[src/rtl/trdb_pkg.sv]
// Shared types and helpers for the trace debugger reset sequencer.
package trdb_pkg;

   typedef enum logic [1:0] {
      HOLD = 2'd0,
      WAIT = 2'd1,
      DONE = 2'd2
   } rstseq_state_e;

   // Channel index width; a single channel still needs one index bit.
   function automatic int idx_width(input int n);
      return (n > 1) ? $clog2(n) : 1;
   endfunction

   localparam int RSTSEQ_NUM_CH_DEF = 4;
   localparam int RSTSEQ_IDX_W_DEF  = idx_width(RSTSEQ_NUM_CH_DEF);

endpackage

[src/rtl/trdb_rst_seq_if.sv]
// Request handshake, delay configuration and reset outputs of the reset sequencer.
interface trdb_rst_seq_if #(
   parameter int NUM_CH = 4,
   parameter int CNT_W  = 8
);
   logic [NUM_CH*CNT_W-1:0] wait_i;
   logic                    req_valid_i;
   logic                    req_ready_o;
   logic [NUM_CH-1:0]       ch_rst_no;
   logic                    busy_o;
   logic                    done_o;

   modport slave (
      input  wait_i,
      input  req_valid_i,
      output req_ready_o,
      output ch_rst_no,
      output busy_o,
      output done_o
   );

   modport master (
      output wait_i,
      output req_valid_i,
      input  req_ready_o,
      input  ch_rst_no,
      input  busy_o,
      input  done_o
   );
endinterface

[src/rtl/trdb_rstseq_cnt.sv]
// Loadable down-counter that stops at zero; load has priority over decrement.
module trdb_rstseq_cnt #(
   parameter int               CNT_W   = 8,
   parameter logic [CNT_W-1:0] RST_VAL = '0
) (
   input  logic             clk_i,
   input  logic             rst_i,
   input  logic             load_i,
   input  logic [CNT_W-1:0] val_i,
   input  logic             dec_i,
   output logic             zero_o
);

   logic [CNT_W-1:0] cnt_q;

   always_ff @(posedge clk_i or posedge rst_i) begin
      if (rst_i) begin
         cnt_q <= RST_VAL;
      end else if (load_i) begin
         cnt_q <= val_i;
      end else if (dec_i && (cnt_q != '0)) begin
         cnt_q <= cnt_q - 1'b1;
      end
   end

   assign zero_o = (cnt_q == '0);

endmodule

[src/rtl/trdb_rst_seq.sv]
// Multi-channel reset sequencer: global hold, then per-channel delayed release,
// re-runnable through a valid/ready request once the sequence has completed.
//
// state | meaning
// HOLD  | all channels asserted, counting the global hold period
// WAIT  | counting the delay of channel idx, releases it at terminal count
// DONE  | all channels released, restart request accepted here
module trdb_rst_seq
   import trdb_pkg::*;
#(
   parameter int NUM_CH      = 4,
   parameter int CNT_W       = 8,
   parameter int HOLD_CYCLES = 16
) (
   input  logic          clk_i,
   input  logic          rst_i,
   input  logic          test_mode_i,
   trdb_rst_seq_if.slave bus
);

   localparam int               IDX_W    = idx_width(NUM_CH);
   localparam int               ARR_N    = 2**IDX_W;
   localparam logic [CNT_W-1:0] HOLD_LD  = CNT_W'(HOLD_CYCLES - 1);
   localparam logic [IDX_W-1:0] IDX_LAST = IDX_W'(NUM_CH - 1);

   rstseq_state_e     state_q, state_d;
   logic [IDX_W-1:0]  idx_q, idx_d, idx_inc;
   logic [NUM_CH-1:0] ch_q, ch_d;
   logic              done_q, done_d;
   logic              cnt_load, cnt_dec, cnt_zero;
   logic [CNT_W-1:0]  cnt_val;
   logic [CNT_W-1:0]  wait_arr [ARR_N];

   // Padded to a power of two so idx+1 on the last channel never indexes out of range.
   for (genvar k = 0; k < ARR_N; k++) begin : g_wait
      if (k < NUM_CH) begin : g_used
         assign wait_arr[k] = bus.wait_i[k*CNT_W +: CNT_W];
      end else begin : g_pad
         assign wait_arr[k] = '0;
      end
   end

   assign idx_inc = idx_q + 1'b1;

   trdb_rstseq_cnt #(
      .CNT_W   (CNT_W),
      .RST_VAL (HOLD_LD)
   ) u_cnt (
      .clk_i  (clk_i),
      .rst_i  (rst_i),
      .load_i (cnt_load),
      .val_i  (cnt_val),
      .dec_i  (cnt_dec),
      .zero_o (cnt_zero)
   );

   always_ff @(posedge clk_i or posedge rst_i) begin
      if (rst_i) begin
         state_q <= HOLD;
         idx_q   <= '0;
         ch_q    <= '0;
         done_q  <= 1'b0;
      end else begin
         state_q <= state_d;
         idx_q   <= idx_d;
         ch_q    <= ch_d;
         done_q  <= done_d;
      end
   end

   always_comb begin
      state_d  = state_q;
      idx_d    = idx_q;
      ch_d     = ch_q;
      done_d   = done_q;
      cnt_load = 1'b0;
      cnt_dec  = 1'b0;
      cnt_val  = HOLD_LD;
      case (state_q)
         HOLD: begin
            if (!cnt_zero) begin
               cnt_dec = 1'b1;
            end else begin
               state_d  = WAIT;
               idx_d    = '0;
               cnt_load = 1'b1;
               cnt_val  = wait_arr[0];
            end
         end
         WAIT: begin
            if (!cnt_zero) begin
               cnt_dec = 1'b1;
            end else begin
               ch_d[idx_q] = 1'b1;
               if (idx_q == IDX_LAST) begin
                  state_d = DONE;
                  done_d  = 1'b1;
               end else begin
                  idx_d    = idx_inc;
                  cnt_load = 1'b1;
                  cnt_val  = wait_arr[idx_inc];
               end
            end
         end
         DONE: begin
            if (bus.req_valid_i) begin
               state_d  = HOLD;
               ch_d     = '0;
               done_d   = 1'b0;
               cnt_load = 1'b1;
               cnt_val  = HOLD_LD;
            end
         end
         default: state_d = HOLD;
      endcase
   end

   // Scan bypass follows the raw reset so domains are controllable without clocks.
   assign bus.ch_rst_no   = test_mode_i ? {NUM_CH{~rst_i}} : ch_q;
   assign bus.done_o      = done_q;
   assign bus.busy_o      = (state_q != DONE);
   assign bus.req_ready_o = (state_q == DONE);

endmodule

[src/flat_wrapper.sv]
// flat-port wrapper written by rule: the top's interface ports become plain ports
module trdb_rst_seq_flat import trdb_pkg::*;
#(
   parameter int NUM_CH      = 4,
   parameter int CNT_W       = 8,
   parameter int HOLD_CYCLES = 16
)
  (clk_i, rst_i, test_mode_i, bus_wait_i, bus_req_valid_i, bus_req_ready_o, bus_ch_rst_no, bus_busy_o, bus_done_o);
  trdb_rst_seq_if #(.NUM_CH(NUM_CH), .CNT_W(CNT_W)) bus_i ();
  input  logic clk_i;
  input  logic rst_i;
  input  logic test_mode_i;
  input wire logic [$bits(bus_i.wait_i)-1:0] bus_wait_i;
  input wire logic [$bits(bus_i.req_valid_i)-1:0] bus_req_valid_i;
  output wire logic [$bits(bus_i.req_ready_o)-1:0] bus_req_ready_o;
  output wire logic [$bits(bus_i.ch_rst_no)-1:0] bus_ch_rst_no;
  output wire logic [$bits(bus_i.busy_o)-1:0] bus_busy_o;
  output wire logic [$bits(bus_i.done_o)-1:0] bus_done_o;
  assign bus_i.wait_i = bus_wait_i;
  assign bus_i.req_valid_i = bus_req_valid_i;
  assign bus_req_ready_o = bus_i.req_ready_o;
  assign bus_ch_rst_no = bus_i.ch_rst_no;
  assign bus_busy_o = bus_i.busy_o;
  assign bus_done_o = bus_i.done_o;
  trdb_rst_seq #(.NUM_CH(NUM_CH), .CNT_W(CNT_W), .HOLD_CYCLES(HOLD_CYCLES)) u_core (.clk_i(clk_i), .rst_i(rst_i), .test_mode_i(test_mode_i), .bus(bus_i));
endmodule
[config.mk]
export PLATFORM = sky130hd
export DESIGN_NAME = trdb_rst_seq_flat
export DESIGN_NICKNAME = d
export VERILOG_FILES = /design/src/rtl/trdb_pkg.sv /design/src/rtl/trdb_rst_seq_if.sv /design/src/rtl/trdb_rstseq_cnt.sv /design/src/rtl/trdb_rst_seq.sv /design/src/flat_wrapper.sv
export SDC_FILE = /design/constraint.sdc
export NUM_CORES = 1
export LEC_CHECK = 0
export ABC_AREA = 1
export CORE_MARGIN = 2
export CORE_UTILIZATION = 49
export CTS_CLUSTER_SIZE = 24
export DETAILED_ROUTE_END_ITERATION = 8
export GPL_ROUTABILITY_DRIVEN = 0
export PLACE_DENSITY = 0.9
export SETUP_SLACK_MARGIN = 0.1
export SYNTH_ARGS = -nofsm -noshare
export SYNTH_HDL_FRONTEND = slang
export SYNTH_HIERARCHICAL = 1
export SYNTH_SLANG_ARGS = --single-unit
[constraint.sdc]
create_clock -name clk_i -period 2.72 [get_ports clk_i]
set_input_delay 0.544 -clock clk_i [delete_from_list [all_inputs] [get_ports clk_i]]
set_output_delay 0.544 -clock clk_i [all_outputs]
set_load 0.01 [all_outputs]
==> results.toml, run 1 <==
[route]
drt-initial-drc-count = 52
drc = 0
ant_nets = 0
num_vias = 1674
firstDrtPassIters = 4
drt_wl_total_um = 3568
wl_per_cell_um = 10.46
drt-vias-per-instance = 4.909

[sta]
finalMaxSlewViolations = 0
hold_viol = 0
fmax_ghz = 0.4261
slew_headroom = 0.7605
fin_crit_ns = 2.347
finalSetupViolations = 0
worstMarginPinSlew_ns = 0.3589
clock_skew_ns = 0.002569
period_share = 0.8629
fin_tns_setup_ns = 0
rsz0062_at_grt = "false"

[critical_path]
r2r-start = "u_core/u_cnt/cnt_q[0]$_DFFE_PP1P_"
rrSetupSlack_ns = 0.43
worst_setup_path_end_kind = "output port"
start_kind = "input port"
crit_path_start = "test_mode_i"
cp_max_fo = 5
crit_type = "input port to output port"
crit_top_cell = "clkdlybuf4s50_1"
path_cells = "clkdlybuf4s50_1 -> nand2_1 -> o21ai_0 -> clkdlybuf4s50_1"
worstPathRequired_ns = 2.18
r2r_end = "u_core/u_cnt/cnt_q[5]$_DFFE_PP0P_"
cp-endpoint = "bus_ch_rst_no[2]"
max_stage_delay_ns = 0.55
crit_slowest_cell = "clkdlybuf4s50_1"
reg2reg_depth = 12
cp.arrival_ns = 1.80

[layout]
final_nets = 341
area_delta_synth_final_pct = 29.13
diodes = 0
fillers = 288
stdcell_count = 341
drive_above_1_share = 0.1448

[synth]
ys_seq_elements = 17
avgSynthCellArea_um2 = 6.374
synth_nets = 297
seq_area_frac_synth = 0.2658
netlist_area_um2 = 1619
ys_types = 28
synth-edff-count = 0
netlist_instances = 254
ys_async_sr_fraction = 1.000
yosys_warnings = 6
ys.flop_type = "dfrtp_1"

[global_route]
grt_pass1_wl_um = 6051
gr-total-overflow = 0
busiest_layer = "met2"
antenna_found_initial = 0
use_met1 = 0.2680
grt_max_degree = 21
grt_pass1_vias = 1471
use_met3 = 0.01891
grt_use_total = 0.2129
grt_util_met2 = 0.3699

[clock_tree]
clkTransAtPathRegs_ns = 0.10
cts_hold_buf = 0
cts_made_buffers = 3
cts_tree = "yes"
insertion_delay_ns = 0.30
clock_sink_count = 17
cts_root_buffer = "clkbuf_4"
cts_htree_levels = 1
cts_buffer_depth = 2

[pwr]
seqPwrFrac = 0.327
switchingPower_uw = 666.7
power_frac_comb = 0.574
p_leak_uw = 0.001053
pwr_density_cell_nw_per_um2 = 675.6
clkPwrFrac = 0.099
ir_worst_vdd_mv = 0.2426
intPower_uw = 745.9
swShare = 0.4720

[floorplanning]
dieArea_um2 = 3780
die_w_um = 61.48
start_util = 0.5218
rows = 20
top_level_ports = 43
core_um2 = 3103
die_y_um = 61.48

[place]
portBuffers = 42
numPlacedInstances = 337
place_hpwl_um = 2830

[outcome]
status = "finished clean"

[flow_run]
maxCapViolCount = 0

[min_path]
hp-class = "input port to asynchronous set/reset pin"
==> layer usage <==
layer / vias to the layer above / part of all wire
met5: - / 0
met1: 737 / 0.44
met4: 0 / 0.016
li1: 866 / -
met2: 66 / 0.48
met3: 5 / 0.055
==> power groups by stage <==
stage / Combinational (µW) / Sequential [µW] / Clock, µW
after global placement: 782 / 460 / 0
after CTS: 809 / 459 / 145
after detailed placement: 804 / 464 / 0
after floorplan: 654 / 444 / 0
after global routing: 932 / 472 / 147
final: 810 / 463 / 140
==> timing repair <==
item	in CTS	in global routing
endpoints found under the hold margin	0	0
endpoints found under the setup margin	0	1
setup buffers	0	0
resized for setup	0	1
==> through the flow <==
stage / area (µm²) / utilization / hold WS [ns] / setup WS [ns] / power (µW)
global placement: 2061 / 0.6641 / 0.5044 / 0.4069 / 1242
finish: 2091 / 0.6738 / 0.5190 / 0.3729 / 1413
floorplan: 1619 / - / 0.3568 / 0.6876 / 1098
global route: 2091 / 0.6738 / 0.5545 / 0.1909 / 1551
detailed placement: 2061 / 0.6641 / 0.5106 / 0.3617 / 1268
CTS: 2088 / 0.6730 / 0.5259 / 0.3334 / 1412
==> critical path, delay by kind of cell <==
family                 cells  cell delay [ns]
buffers and inverters      2             1.07
AND/OR/NAND/NOR            1             0.10
AO/OA/AOI/OAI              1             0.08
==> final cells by class <==
cell class	instances	area (µm²)	share of cell area
clock buffer	3	22.52	0.01077
sequential	17	430.4	0.2059
multi-input combinational	190	973.4	0.4656
clock inverter	1	5.005	0.002394
timing repair buffer	45	442.9	0.2118
inverter	41	161.4	0.07720
tap	44	55.05	0.02633
==> cells in the mapped netlist, types with 3 or more instances <==
master   number  area share
nand2_1      98        0.23
inv_1        34       0.079
nand3_1      27       0.083
dfrtp_1      13        0.20
nor2_1       11       0.026
nand2_2       9       0.035
o21ai_0       9       0.028
a21oi_1       8       0.025
ha_1          7       0.054
inv_2         6       0.014
dfstp_2       4       0.065
nor2_4        3       0.021
o21ai_2       3       0.016
==> worst min path at each step <==
stage,end,slack (ns)
after floorplan,u_core/u_cnt/cnt_q[4]$_DFFE_PP0P_,0.36
after CTS,u_core/u_cnt/cnt_q[5]$_DFFE_PP0P_,0.53
after global routing,u_core/ch_q[2]$_DFFE_PP0P_,0.55
after global placement,u_core/bus.done_o$_DFFE_PP0P_,0.50
final,u_core/u_cnt/cnt_q[6]$_DFFE_PP0P_,0.52
after detailed placement,u_core/bus.done_o$_DFFE_PP0P_,0.51
==> layout by cell type (no fill, tap or decap), drive strengths merged <==
cell type,n
nand4,1
clkbuf,3
nand3,29
o21ai,13
dfstp,4
clkinv,1
a21oi,8
o211ai,2
clkdlybuf4s50,42
inv,41
buf,3
or2,1
nor3,2
nand2,109
dfrtp,13
xnor2,2
ha,7
nor2,16
==> state kept, by name, indices dropped and copies added, names as in the netlist <==
name	flops
u_core/u_cnt/cnt_q	8
u_core/ch_q	4
u_core/idx_q	2
u_core/state_q	2
u_core/bus.done_o	1
==> kinds of logic (layout without fill, tap and decap cells) <==
| group | after synthesis | after routing | synth area share |
|---|---|---|---|
| AO/OA/AOI/OAI | 23 | 23 | 0.08810 |
| XOR/XNOR | 2 | 2 | 0.01082 |
| adder cells (fa/ha/maj) | 7 | 7 | 0.05409 |
| buffers and inverters | 47 | 90 | 0.1345 |
| flip-flops | 17 | 17 | 0.2658 |
| AND/OR/NAND/NOR | 158 | 158 | 0.4467 |
No activity file was read; power rests on OpenSTA's default activity.
==> run 2: changes to the inputs <==
--- a/config.mk
+++ b/config.mk
@@ -7,11 +7,12 @@
 export LEC_CHECK = 0
 export ABC_AREA = 1
 export CORE_MARGIN = 2
-export CORE_UTILIZATION = 49
+export CORE_UTILIZATION = 55
 export CTS_CLUSTER_SIZE = 24
 export DETAILED_ROUTE_END_ITERATION = 8
+export DONT_BUFFER_PORTS = 1
 export GPL_ROUTABILITY_DRIVEN = 0
-export PLACE_DENSITY = 0.9
+export PLACE_DENSITY = 0.79
 export SETUP_SLACK_MARGIN = 0.1
 export SYNTH_ARGS = -nofsm -noshare
 export SYNTH_HDL_FRONTEND = slang
==> run 2 against run 1 <==
  * Clock-buffer cell count unchanged
  * Register-to-register slack got worse by 0.06 ns
  * First-iteration DRC count increased by 29%
  * Sequential share of layout area increased by 5.6 points
  * Hold slack got worse by 0.44 ns
  * Critical path depth increased by 8
  * Clock power about the same
  * Non-clock buffer count decreased by 43
  * Setup slack improved by 0.0018 ns
  * Critical endpoint is now u_core/u_cnt/cnt_q[5]$_DFFE_PP0P_
==> results.toml, run 2 (same netlist as run 1, synthesis figures left out) <==
[outcome]
status = "finished clean"

[pwr]
p_leak_uw = 0.0008811
pwr_density_cell_nw_per_um2 = 802.7
ir_worst_vdd_mv = 0.5497

[critical_path]
reg2reg_depth = 12
crit_type = "flip-flop to flip-flop"
cp.arrival_ns = 2.54
path_cells = "inv_1 -> ha_1 -> nand2_1 -> nor2_1 -> nand2_1 -> nor2_2 -> nor2_1 -> nand2_1 -> inv_1 -> or2_2 -> nand3_2 -> nand2_1"
worst_setup_path_end_kind = "flip-flop"
max_stage_delay_ns = 0.38
r2r-start = "u_core/u_cnt/cnt_q[0]$_DFFE_PP1P_"
worstPathRequired_ns = 2.91
cp_max_fo = 11
r2r_end = "u_core/u_cnt/cnt_q[5]$_DFFE_PP0P_"
start_kind = "flip-flop"
crit_top_cell = "nand2_1"
rrSetupSlack_ns = 0.37
crit_path_start = "u_core/u_cnt/cnt_q[0]$_DFFE_PP1P_"
crit_slowest_cell = "dfstp_2"

[clock_tree]
clock_sink_count = 17
cts_root_buffer = "clkbuf_4"
clkTransAtPathRegs_ns = 0.11
insertion_delay_ns = 0.29
cts_made_buffers = 3
cts_hold_buf = 0
cts_htree_levels = 1
post_cts_buffers = 0
cts_tree = "yes"
cts_buffer_depth = 2
cts_resized = 0

[floorplanning]
rows = 19
dieArea_um2 = 3394
die_y_um = 58.26
die_w_um = 58.26
core_um2 = 2781
start_util = 0.5821
top_level_ports = 43

[sta]
rsz0062_at_grt = "false"
fin_crit_ns = 2.345
hold_viol = 0
period_share = 0.8622
finalMaxSlewViolations = 0
finalSetupViolations = 0
whs_ns = 0.07769
fin_tns_setup_ns = 0
worstMarginPinSlew_ns = 0.4146
clock_skew_ns = 0.003855
fmax_ghz = 0.4264
slew_headroom = 0.7226

[global_route]
grt_pass1_vias = 1360
grt_max_degree = 21
grt_pass1_wl_um = 5575
grt_use_total = 0.2050
antenna_found_initial = 0
gr-total-overflow = 0

[route]
ant_nets = 0
drt-initial-drc-count = 67
drc = 0
drt-vias-per-instance = 5.112
wl_per_cell_um = 10.84
drt_wl_total_um = 3090
num_vias = 1457
firstDrtPassIters = 5

[layout]
top_register = "u_core/u_cnt/cnt_q"
diodes = 0
utilization = 0.5920
layout_commonest_cell = "nand2_1"
final_cell_mix = "98 x nand2_1, 34 x inv_1, 27 x nand3_1, 13 x dfrtp_1, 11 x nor2_1"
area_delta_synth_final_pct = 1.700
largest_register_ffs = 8
drive_above_1_share = 0.1614
reg_top3 = "u_core/u_cnt/cnt_q: 8 flops, u_core/ch_q: 4 flops"
fillers = 273
final_nets = 298

[place]
place_hpwl_um = 2493
portBuffers = 0

[min_path]
hp-class = "input port to asynchronous set/reset pin"

[flow_run]
maxCapViolCount = 0
[run 2: stage by stage]
stage	cells	setup WS, ns	power (µW)	cell area [µm²]
2_1_floorplan	254	0.6876	1098	1619
3_3_place_gp	281	0.4513	1179	1617
3_5_place_dp	281	0.3873	1188	1617
4_1_cts	285	0.3721	1333	1647
5_1_grt	285	0.1029	1472	1647
6_report	285	0.3747	1322	1647
[run 2: final cells by class]
class                      instances  area [µm²]  area share
clock buffer                       3       22.52     0.01368
clock inverter                     1       7.507    0.004559
inverter                          41       161.4     0.09802
multi-input combinational        190       970.9      0.5897
sequential                        17       430.4      0.2614
tap                               31       38.79     0.02356
timing repair buffer               2       15.01    0.009119
[run 2: how the worst max path moves through the flow]
stage	cells past startpoint	slack, ns	to
global placement	12	0.45	u_core/u_cnt/cnt_q[5]$_DFFE_PP0P_
floorplan	12	0.69	u_core/u_cnt/cnt_q[1]$_DFFE_PP1P_
finish	12	0.37	u_core/u_cnt/cnt_q[5]$_DFFE_PP0P_
detailed placement	12	0.39	u_core/u_cnt/cnt_q[5]$_DFFE_PP0P_
CTS	12	0.37	u_core/u_cnt/cnt_q[5]$_DFFE_PP0P_
global route	12	0.10	u_core/u_cnt/cnt_q[5]$_DFFE_PP0P_
[run 2: critical path: cells and delay by family, from the launching register on]
family	cells	cell delay [ns]
adder cells (fa/ha/maj)	1	0.17
buffers and inverters	2	0.32
flip-flops	1	0.38
AND/OR/NAND/NOR	9	1.39
[run 2: report_power, final]
part	switching, µW	internal [µW]	total [µW]
sequential	97.0	364	461
clock	82.8	55.9	139
combinational	454	268	722
total	634	688	1320
[run 2: metal layers]
layer / GRT usage / vias to the layer above / share of wire
met5: 0 / - / 0
li1: - / 779 / -
met3: 0.04018 / 0 / 0.063
met4: 0.02990 / 0 / 0
met1: 0.2688 / 631 / 0.47
met2: 0.3571 / 47 / 0.47
==> run 3: changes to the inputs <==
--- a/config.mk
+++ b/config.mk
@@ -8,6 +8,7 @@
 export ABC_AREA = 1
 export CORE_MARGIN = 2
 export CORE_UTILIZATION = 55
+export CTS_CLUSTER_DIAMETER = 120
 export CTS_CLUSTER_SIZE = 24
 export DETAILED_ROUTE_END_ITERATION = 8
 export DONT_BUFFER_PORTS = 1
==> constraint.sdc (replaced) <==
create_clock -name clk_i -period 3 [get_ports clk_i]
set_input_delay 0.6 -clock clk_i [delete_from_list [all_inputs] [get_ports clk_i]]
set_output_delay 0.6 -clock clk_i [all_outputs]
set_load 0.01 [all_outputs]
==> run 3 against run 2 <==
  * Sequential share of layout area up 0.16 points
  * Global-route usage is 0.21 points lower
  * Clock power shrank 12%
  * Register-to-register slack gained 0.02 ns
  * Highest routed layer is now met4
  * Hold slack better by 0.060 ns
  * Non-clock buffer count is 1 lower
  * Clock skew about the same
==> results.toml, run 3 (same netlist as run 1, synthesis figures left out) <==
[layout]
reg_top3 = "u_core/u_cnt/cnt_q: 8 flops, u_core/ch_q: 4 flops"
largest_register_ffs = 8
diodes = 0
stdcell_count = 284
top_register = "u_core/u_cnt/cnt_q"
fillers = 272
final_cell_mix = "98 x nand2_1, 34 x inv_1, 27 x nand3_1, 13 x dfrtp_1, 11 x nor2_1"
final_nets = 297
multiInputGateArea_um2 = 970.9
drive_above_1_share = 0.1581
layout_commonest_cell = "nand2_1"
seqCellArea_um2 = 430.4
area_delta_synth_final_pct = 1.082

[min_path]
hp-class = "input port to asynchronous set/reset pin"

[sta]
finalMaxSlewViolations = 0
period_share = 0.8689
clock_skew_ns = 0.003667
worstMarginPinSlew_ns = 0.4204
fin_crit_ns = 2.607
hold_viol = 0
fin_tns_setup_ns = 0
rsz0062_at_grt = "false"
slew_headroom = 0.7187
whs_ns = 0.1379
fmax_ghz = 0.3836
finalSetupViolations = 0

[floorplanning]
dieArea_um2 = 3394
start_util = 0.5821
rows = 19
top_level_ports = 43
die_w_um = 58.26
die_y_um = 58.26
core_um2 = 2781

[flow_run]
maxCapViolCount = 0

[place]
place_hpwl_um = 2506
numPlacedInstances = 280
portBuffers = 0

[global_route]
gr-total-overflow = 0
antenna_found_initial = 0
grt_max_degree = 20
grt_pass1_wl_um = 5423
grt_use_total = 0.2030
grt_pass1_vias = 1298

[route]
met3WireLength_um = 197
drc = 0
drt-initial-drc-count = 68
met1_length_um = 1467
top_layer_used = "met4"
num_vias = 1463
ant_nets = 0
drt_wl_total_um = 3055
firstDrtPassIters = 5
drt-vias-per-instance = 5.151
wl_met2_um = 1352
wl_per_cell_um = 10.76

[pwr]
ir_worst_vdd_mv = 0.5360
pwr_density_cell_nw_per_um2 = 731.0
p_leak_uw = 0.0008795

[clock_tree]
insertion_delay_ns = 0.29
clkTransAtPathRegs_ns = 0.10
post_cts_buffers = 0
cts_buffer_depth = 2
cts_htree_levels = 1
cts_root_buffer = "clkbuf_4"
cts_made_buffers = 3
clock_sink_count = 17
cts_hold_buf = 0
cts_tree = "yes"
cts_resized = 0

[critical_path]
worst-path-buf-inv = 2
path_cells = "inv_1 -> ha_1 -> nand2_1 -> nor2_1 -> nand2_1 -> nor2_2 -> nor2_1 -> nand2_1 -> inv_1 -> or2_2 -> nand3_2 -> nand2_1"
crit_slowest_cell = "dfstp_2"
crit_type = "flip-flop to flip-flop"
cp.arrival_ns = 2.79
start_kind = "flip-flop"
cp_max_fo = 12
worst_setup_path_end_kind = "flip-flop"
critPathTopFamily = "simple AND/OR/NAND/NOR gates"
worstPathRequired_ns = 3.19
crit_top_cell = "nand2_1"
max_stage_delay_ns = 0.38

[outcome]
status = "finished clean"
-- run 3: power by group --
group	leakage (µW)	internal, µW	switching, µW
Clock	0.0000177	49.5	72.7
Sequential	0.000211	330	94.3
Combinational	0.000650	241	409
Total	0.000879	621	576
-- run 3: area by class of cell --
| type | count | area share |
|---|---|---|
| clock inverter | 1 | 0.003058 |
| sequential | 17 | 0.2630 |
| timing repair buffer | 1 | 0.004587 |
| tap | 31 | 0.02370 |
| inverter | 41 | 0.09862 |
| clock buffer | 3 | 0.01376 |
| multi-input combinational | 190 | 0.5933 |
-- run 3: per-stage QoR --
| stage | setup slack [ns] | total power, µW | util | area [µm²] |
|---|---|---|---|---|
| finish | 0.3934 | 1196 | 0.5884 | 1637 |
| global route | 0.1529 | 1335 | 0.5884 | 1637 |
| CTS | 0.3996 | 1210 | 0.5884 | 1637 |
| detailed placement | 0.4170 | 1082 | 0.5785 | 1609 |
| global placement | 0.4839 | 1072 | 0.5785 | 1609 |
| floorplan | 0.9676 | 995.8 | - | 1619 |
-- run 3: routing by layer --
| layer | global-route usage | vias up |
|---|---|---|
| met3 | 0.04688 | 4 |
| met2 | 0.3393 | 45 |
| met1 | 0.2639 | 633 |
| met5 | 0 | - |
| li1 | - | 781 |
| met4 | 0.05316 | 0 |
-- run 3: path summary, 6_finish.rpt --
| kind | cells after the start | slack [ns] | from | endpoint |
|---|---|---|---|---|
| max in group asynchronous | 1 | 2.57 | rst_i | u_core/u_cnt/cnt_q[2]$_DFFE_PP1P_ |
| min in group clk_i | 1 | 0.41 | bus_req_valid_i | u_core/state_q[1]$_DFFE_PP0P_ |
| min | 1 | 0.14 | rst_i | u_core/u_cnt/cnt_q[7]$_DFFE_PP0P_ |
| max reg2reg | 12 | 0.39 | u_core/u_cnt/cnt_q[0]$_DFFE_PP1P_ | u_core/u_cnt/cnt_q[5]$_DFFE_PP0P_ |
| max | 12 | 0.39 | u_core/u_cnt/cnt_q[0]$_DFFE_PP1P_ | u_core/u_cnt/cnt_q[5]$_DFFE_PP0P_ |
| min reg2reg | 2 | 0.52 | u_core/ch_q[2]$_DFFE_PP0P_ | u_core/ch_q[2]$_DFFE_PP0P_ |
